<file path="config.mk">
export PLATFORM = sky130hd
export DESIGN_NAME = framed_shift_register
export DESIGN_NICKNAME = d
export VERILOG_FILES = /design/src/rtl/framed_shift_register.sv
export SDC_FILE = /design/constraint.sdc
export NUM_CORES = 1
export LEC_CHECK = 0
export ABC_AREA = 1
export CAP_MARGIN = 40
export CORE_MARGIN = 2
export CORE_UTILIZATION = 46
export DETAILED_ROUTE_END_ITERATION = 16
export HOLD_SLACK_MARGIN = 0.1
export PLACE_DENSITY = 0.78
export SLEW_MARGIN = 10
export SYNTH_ARGS = -nofsm -noshare
export SYNTH_HDL_FRONTEND = slang
export SYNTH_SLANG_ARGS = --single-unit
</file>
<file path="constraint.sdc">
create_clock -name clk -period 1.55 [get_ports clk]
set_clock_uncertainty 0.2 [all_clocks]
set_input_delay 0.2325 -clock clk [delete_from_list [all_inputs] [get_ports clk]]
set_output_delay 0.2325 -clock clk [all_outputs]
set_load 0.05 [all_outputs]
</file>
<file path="src/rtl/framed_shift_register.sv">
// Frame-aware serial/parallel shift register used at the bottom of the SPI
// peripheral datapath. Receives on sampleEdge, transmits on shiftEdge, counts
// bits within a frame and holds the last completed received word.
module framed_shift_register #(
    parameter int width      = 8,
    parameter int countWidth = 4
) (
    input  logic                  clk,
    input  logic                  resetN,
    input  logic                  sampleEdge,
    input  logic                  shiftEdge,
    input  logic                  frameEnable,
    input  logic                  lsbFirst,
    input  logic                  parallelLoad,
    input  logic [width-1:0]      parallelDataIn,
    input  logic                  serialDataIn,
    output logic [width-1:0]      parallelDataOut,
    output logic                  serialDataOut,
    output logic [width-1:0]      rxData,
    output logic                  frameDone,
    output logic [countWidth-1:0] bitCount
);

    localparam logic [countWidth-1:0] lastBit = countWidth'(width - 1);

    logic             orderLsb;
    logic [width-1:0] mem;
    logic [width-1:0] memShifted;
    logic             sampleActive;
    logic             shiftActive;
    logic             wordComplete;

    // Decide which peripheral edges act this cycle; a load masks both edges.
    always_comb begin
        sampleActive = 1'b0;
        shiftActive  = 1'b0;
        wordComplete = 1'b0;
        memShifted   = mem;
        sampleActive = sampleEdge && frameEnable && !parallelLoad;
        shiftActive  = shiftEdge && frameEnable && !parallelLoad;
        wordComplete = sampleActive && (bitCount == lastBit);
        if (orderLsb) begin
            memShifted = {serialDataIn, mem[width-1:1]};
        end else begin
            memShifted = {mem[width-2:0], serialDataIn};
        end
    end

    // Bit order follows lsbFirst between frames and on loads, frozen mid-frame.
    always_ff @(posedge clk) begin
        if (!resetN) begin
            orderLsb <= 1'b0;
        end else if (parallelLoad || !frameEnable) begin
            orderLsb <= lsbFirst;
        end
    end

    // Shift register contents: a parallel load wins over a sampled bit.
    always_ff @(posedge clk) begin
        if (!resetN) begin
            mem <= '0;
        end else if (parallelLoad) begin
            mem <= parallelDataIn;
        end else if (sampleActive) begin
            mem <= memShifted;
        end
    end

    // Transmit bit: preloaded from the new word on a load, else launched from pre-shift mem.
    always_ff @(posedge clk) begin
        if (!resetN) begin
            serialDataOut <= 1'b0;
        end else if (parallelLoad) begin
            serialDataOut <= lsbFirst ? parallelDataIn[0] : parallelDataIn[width-1];
        end else if (shiftActive) begin
            serialDataOut <= orderLsb ? mem[0] : mem[width-1];
        end
    end

    // Frame bit counter: cleared by loads and by chip select dropping, wraps on the last bit.
    always_ff @(posedge clk) begin
        if (!resetN) begin
            bitCount <= '0;
        end else if (parallelLoad || !frameEnable) begin
            bitCount <= '0;
        end else if (sampleActive) begin
            bitCount <= wordComplete ? '0 : bitCount + countWidth'(1);
        end
    end

    // Capture the completed word and raise a single-cycle completion pulse.
    always_ff @(posedge clk) begin
        if (!resetN) begin
            rxData    <= '0;
            frameDone <= 1'b0;
        end else begin
            frameDone <= wordComplete;
            if (wordComplete) begin
                rxData <= memShifted;
            end
        end
    end

    assign parallelDataOut = mem;

endmodule

</file>
======== Word-level counts from Yosys, hierarchy flattened ========
Cells that the tools add are included.
word-level totals
  register bits ........................... 23
  input bits .............................. 16
operators by class
  muxes and demuxes ....................... 8
  equal/unequal tests ..................... 1
  add/sub/neg operators ................... 1
  reductions and logical operators ........ 11
  bitwise gates (word level) .............. 1
operators with widths
  kind                                            number
  2-to-1 mux 8 bit                                3
  logical AND 1 bit                               5
  adder 4 x 1 -> 4 bit (second input constant)    1
  == test 4 x 3 -> 1 bit (second input constant)  1
  2-to-1 mux 1 bit                                4
  2-to-1 mux 4 bit                                1
  nonzero test 2 bit                              2
  logical NOT 1 bit                               2
  OR reduction 2 bit                              1
  logical OR 1 bit                                1
  inverter 1 bit                                  1

======== Longest topological paths before layout ========
  depth in word-level cells ............... 4
  gate-level depth with buffers ........... 8

======== Worst setup path after synthesis ========
No wires, ideal clock.
  path type ............................... reg2reg
  from .................................... register bitCount[1]
  to ...................................... register bitCount[3]
  setup time .............................. 0.114 ns
  stages on the path, launching flop included .. 7
  data arrival time ....................... 1.436 ns
  setup slack ............................. -0.200 ns
  period minus slack after synthesis ...... 1.750 ns
  cells stage by stage .................... dfxtp_1 -> ha_1 -> nand3_1 -> inv_2 -> nand2_1 -> nand2_1 -> nor2_1
between the ends
  word-level cells in the longest chain between the ends .. 3
  elaborated cells on any way between the ends .. 4
  those cells by class .................... add/sub (1); eq/ne (1); mux (1); reduce/logical (1)
RTL lines
  element                                                       RTL line  text
  start: declaration                                            21        output logic [countWidth-1:0] bitCount
  start signal: assignment                                      87        bitCount <= wordComplete ? '0 : bitCount + countWidth'(1);
  branches (longest 2 deep; another with adder 4 x 1 -> 4 bit)  --
  2-to-1 mux 4 bit (*)                                          87
Every way passes the cells marked *.
A chain may end at the register's enable or synchronous reset.

======== Final worst setup path ========
Ends and elaborated chain as after synthesis.

==> run summary <==
For flop-to-flop paths, the worst setup slack is 80 ps. 0 antenna diodes ended up in the layout. In this run the worst hold path is classified as input port to flop. The layout filler cell count was 226; the core area was 0.00271 mm2. Number of detailed-route iterations in the first pass: 4.

The maximum number of buffers from clock root to sink was 2. The startpoint of the worst register-to-register path is bitCount[1]. In the routed design, unresolved DRC markers number 0. The worst setup slack after placement came out at -166 ps. The tools report the initial antenna violation count as 0. Most repeated library cell on the critical path: nand2_1. The combined buffer and inverter count along the critical path was 1. The logs give 0 for the count of synthesis-stage warnings from yosys and 0.928 nW for the leakage power.

The worst setup path is launched from a flop. Across the run, the number of max-cap violations was 0. The detail route stage leaves a number of antenna-violating nets equal to 0. The total stage count of the critical path works out to 6. The first-pass GRT wire length came out at 5.23 mm.

The actual transition at the worst max-transition pin is 285 ps, and the effective utilization at floorplan is 47.4%. Endpoint of the worst-slack reg-to-reg timing path: bitCount[3]. For this design, the slowest cell found on the critical path is dfxtp_2. The routed wirelength normalized by instance count was 10.8 um; the last weighted congestion value of the routability-driven placer was 0.861.

The cell sitting at the root of the clock tree is a clkbuf_4. In this run the worst setup path terminates at bitCount[3]. The run gives 19 as the number of placement rows. The number of synthesized register bits came out at 23.

The net count of the mapped netlist was 215; the upper clock frequency limit was 0.679 GHz. The number of hold buffers added after CTS was 0. Largest driver fanout on the critical path: 5. The routed layout has 1371 vias. The setup TNS is 0 ps. Post-synth design cell area: 0.00128 mm2.

The most critical setup path has its startpoint at bitCount[1]. The clock latency on the worst-skew pair is 320 ps, and the met3 capacity usage during global routing is 3.23%. From synthesis to final layout, the design area changed by 57.7%.

Data arrival time of the critical path: 1500 ps. Counting every instance in the synthesized netlist gives 198. The total power density per cell area was 624 mW/mm2; the hold slack was 293 ps. Cells with a size suffix above 1 make up 22.3% of the layout.

Buffers placed on the I/O ports in this run total 37. The flow ran to the end, and the final reports show no timing, DRC or antenna violations. During I/O placement, the number of pins put on the boundary was 38.

Final clock period utilization by the worst path: 95.0%. In the routed layout, each cell is associated on average with a via count of 4.93. In the post-route analysis, the smallest setup slack over all paths is 77.9 ps.

In this run the vertical extent of the chip is 56.9 um. The run gives 0 as the total setup violations reported at the end of the flow. TritonCTS built the clock tree.

The tools report the H-tree depth as 1. STA puts the critical path data required time at 1580 ps. The final hold violation count is 0. For the detailed router's first-iteration violation count, the log shows 29.

The run gives 35.8% as the fraction of the yosys area taken by sequential cells. The horizontal die dimension is 56.9 um, and the largest incremental delay on the critical path is 400 ps. For the largest vdd supply drop, the log shows 498 uV. The netlist uses 20 different library cells. The tools report the number of clock sinks as 23. The minimum clock period after layout was 1470 ps; the clock-pin slew of the registers on the worst-case setup and hold paths was 130 ps. For this run the aggregate overflow at the end of global routing stands at 0. The via count of the first global-routing pass came out at 1267. Dividing the synthesized area by the synthesized cell count gives 6.49 um2. For this run, global-route usage on met1 was measured as 26.2%. The number of nets at the end of the flow came out at 265. The number of cells on the worst reg-to-reg path is 6.

The floorplan step defined a die boundary enclosing 0.00323 mm2. Grouping stages by cell kind, the critical path spends the most delay in simple AND/OR/NAND/NOR gates. The run gives 13 as the pin count of the biggest net entering global routing. Wires add up to 3.01 mm.

The power consumption is 0.00126 W. For met2 alone, demand over resource in global routing was 33.2%. Count of pins over their slew limit: 0. Start-to-end type of the worst setup path: flop to flop.

Busiest metal layer after global routing: met2. The placed wire-length estimate after detailed placement was 2.41 mm. Walking the worst path, the cells encountered are ha_1 -> nand3_2 -> inv_2 -> nand2_1 -> nand2_1 -> nor2_1. The tools report the type of element capturing the critical path as a flop.

Buffers inserted during clock tree synthesis total 3. The worst pin sits at a relative slew slack of 81.0%. Global routing consumed, over all layers together, 20.2% of the routing resources.
## worst min-delay path: cells and delay by family
| family | cells | cell delay, ps |
|---|---|---|
| buffers and inverters | 2 | 490 |
| AO/OA/AOI/OAI | 1 | 60 |
## synth_stat cells
| cell | n | area [um2] |
|---|---|---|
| a21boi_1 | 1 | 7.51 |
| nand2_4 | 1 | 11.3 |
| inv_2 | 1 | 3.75 |
| buf_6 | 2 | 22.5 |
| inv_1 | 23 | 86.3 |
| nor2_4 | 1 | 11.3 |
| xor2_1 | 1 | 8.76 |
| dfxtp_1 | 23 | 460 |
| buf_2 | 3 | 15.0 |
| buf_4 | 1 | 7.51 |
| buf_8 | 1 | 15.0 |
| a21oi_2 | 1 | 8.76 |
| nand3_1 | 23 | 115 |
| nand2_1 | 72 | 270 |
| o21ai_0 | 3 | 15.0 |
| nor2_1 | 25 | 93.8 |
| ha_1 | 1 | 12.5 |
| nand3_2 | 6 | 60.1 |
| a21oi_1 | 8 | 40.0 |
| nor2_8 | 1 | 20.0 |
## cell type report
type / instances / area (um2) / area share [%]
flip-flops and latches: 23 / 464 / 22.9
clock buffers: 4 / 26.3 / 1.30
well taps: 31 / 38.8 / 1.91
repair inverters: 1 / 7.51 / 0.370
inverters: 24 / 90.1 / 4.44
repair buffers: 51 / 721 / 35.6
multi-input cells: 144 / 679 / 33.5
## flip-flops by register name, indices dropped and copies added, names as in the netlist
register and count:
orderLsb 1, frameDone 1, rxData 8, bitCount 4, serialDataOut 1, parallelDataOut 8
## routing by layer
| metal | part of all wire, % | vias up |
|---|---|---|
| met5 | 0 | - |
| met1 | 45 | 607 |
| met3 | 5.4 | 9 |
| met2 | 47 | 46 |
| met4 | 2.2 | 0 |
| li1 | - | 709 |
## stage by stage
| stage | utilization, % | area (um2) | instances |
|---|---|---|---|
| 2_1_floorplan | - | 1290 | 198 |
| 3_3_place_gp | 73.4 | 1990 | 273 |
| 3_5_place_dp | 73.4 | 1990 | 273 |
| 4_1_cts | 74.3 | 2010 | 277 |
| 5_1_grt | 74.8 | 2030 | 278 |
| 6_report | 74.8 | 2030 | 278 |
## worst min path at each step
stage           startpoint          end  slack (ps)  depth (start not counted)
2_1_floorplan       resetN     orderLsb         170                          2
3_3_place_gp   bitCount[2]  bitCount[2]         300                          2
3_5_place_dp     rxData[3]    rxData[3]         310                          2
4_1_cts           lsbFirst     orderLsb         290                          3
5_1_grt           lsbFirst     orderLsb         310                          3
6_report          lsbFirst     orderLsb         290                          3
## logic make-up after synthesis
family                     Yosys count  share of synthesized area [%]
adders and majority gates            1                          0.974
buffers and inverters               31                           11.7
DFF                                 23                           35.8
xor gates and xnor gates             1                          0.682
AOI/OAI and AO/OA                   13                           5.55
and+or+nand+nor                    129                           45.3
## cells in the final DEF, fill, tap and decap left out, types with 3 or more instances in the layout
cell              n
a21oi_1           8
buf_12           24
buf_4            12
clkbuf_4          3
clkdlybuf4s50_1  15
dfxtp_1          20
dfxtp_2           3
inv_1            23
nand2_1          72
nand3_1          22
nand3_2           7
nor2_1           25
o21ai_0           3
## timing repair
action,4_1_cts,5_1_grt
setup buffers,0,0
resized for setup,0,2
hold endpoints to repair,0,0
setup endpoints to repair,0,2
## power by group
part / switching, W / internal [W] / leakage (nW) / total, W
logic: 0.000182 / 0.000160 / 0.725 / 0.000342
clock network: 0.000189 / 0.000101 / 0.0150 / 0.000290
registers: 0.0000240 / 0.000609 / 0.189 / 0.000633
No activity file was read; power rests on OpenSTA's default activity.
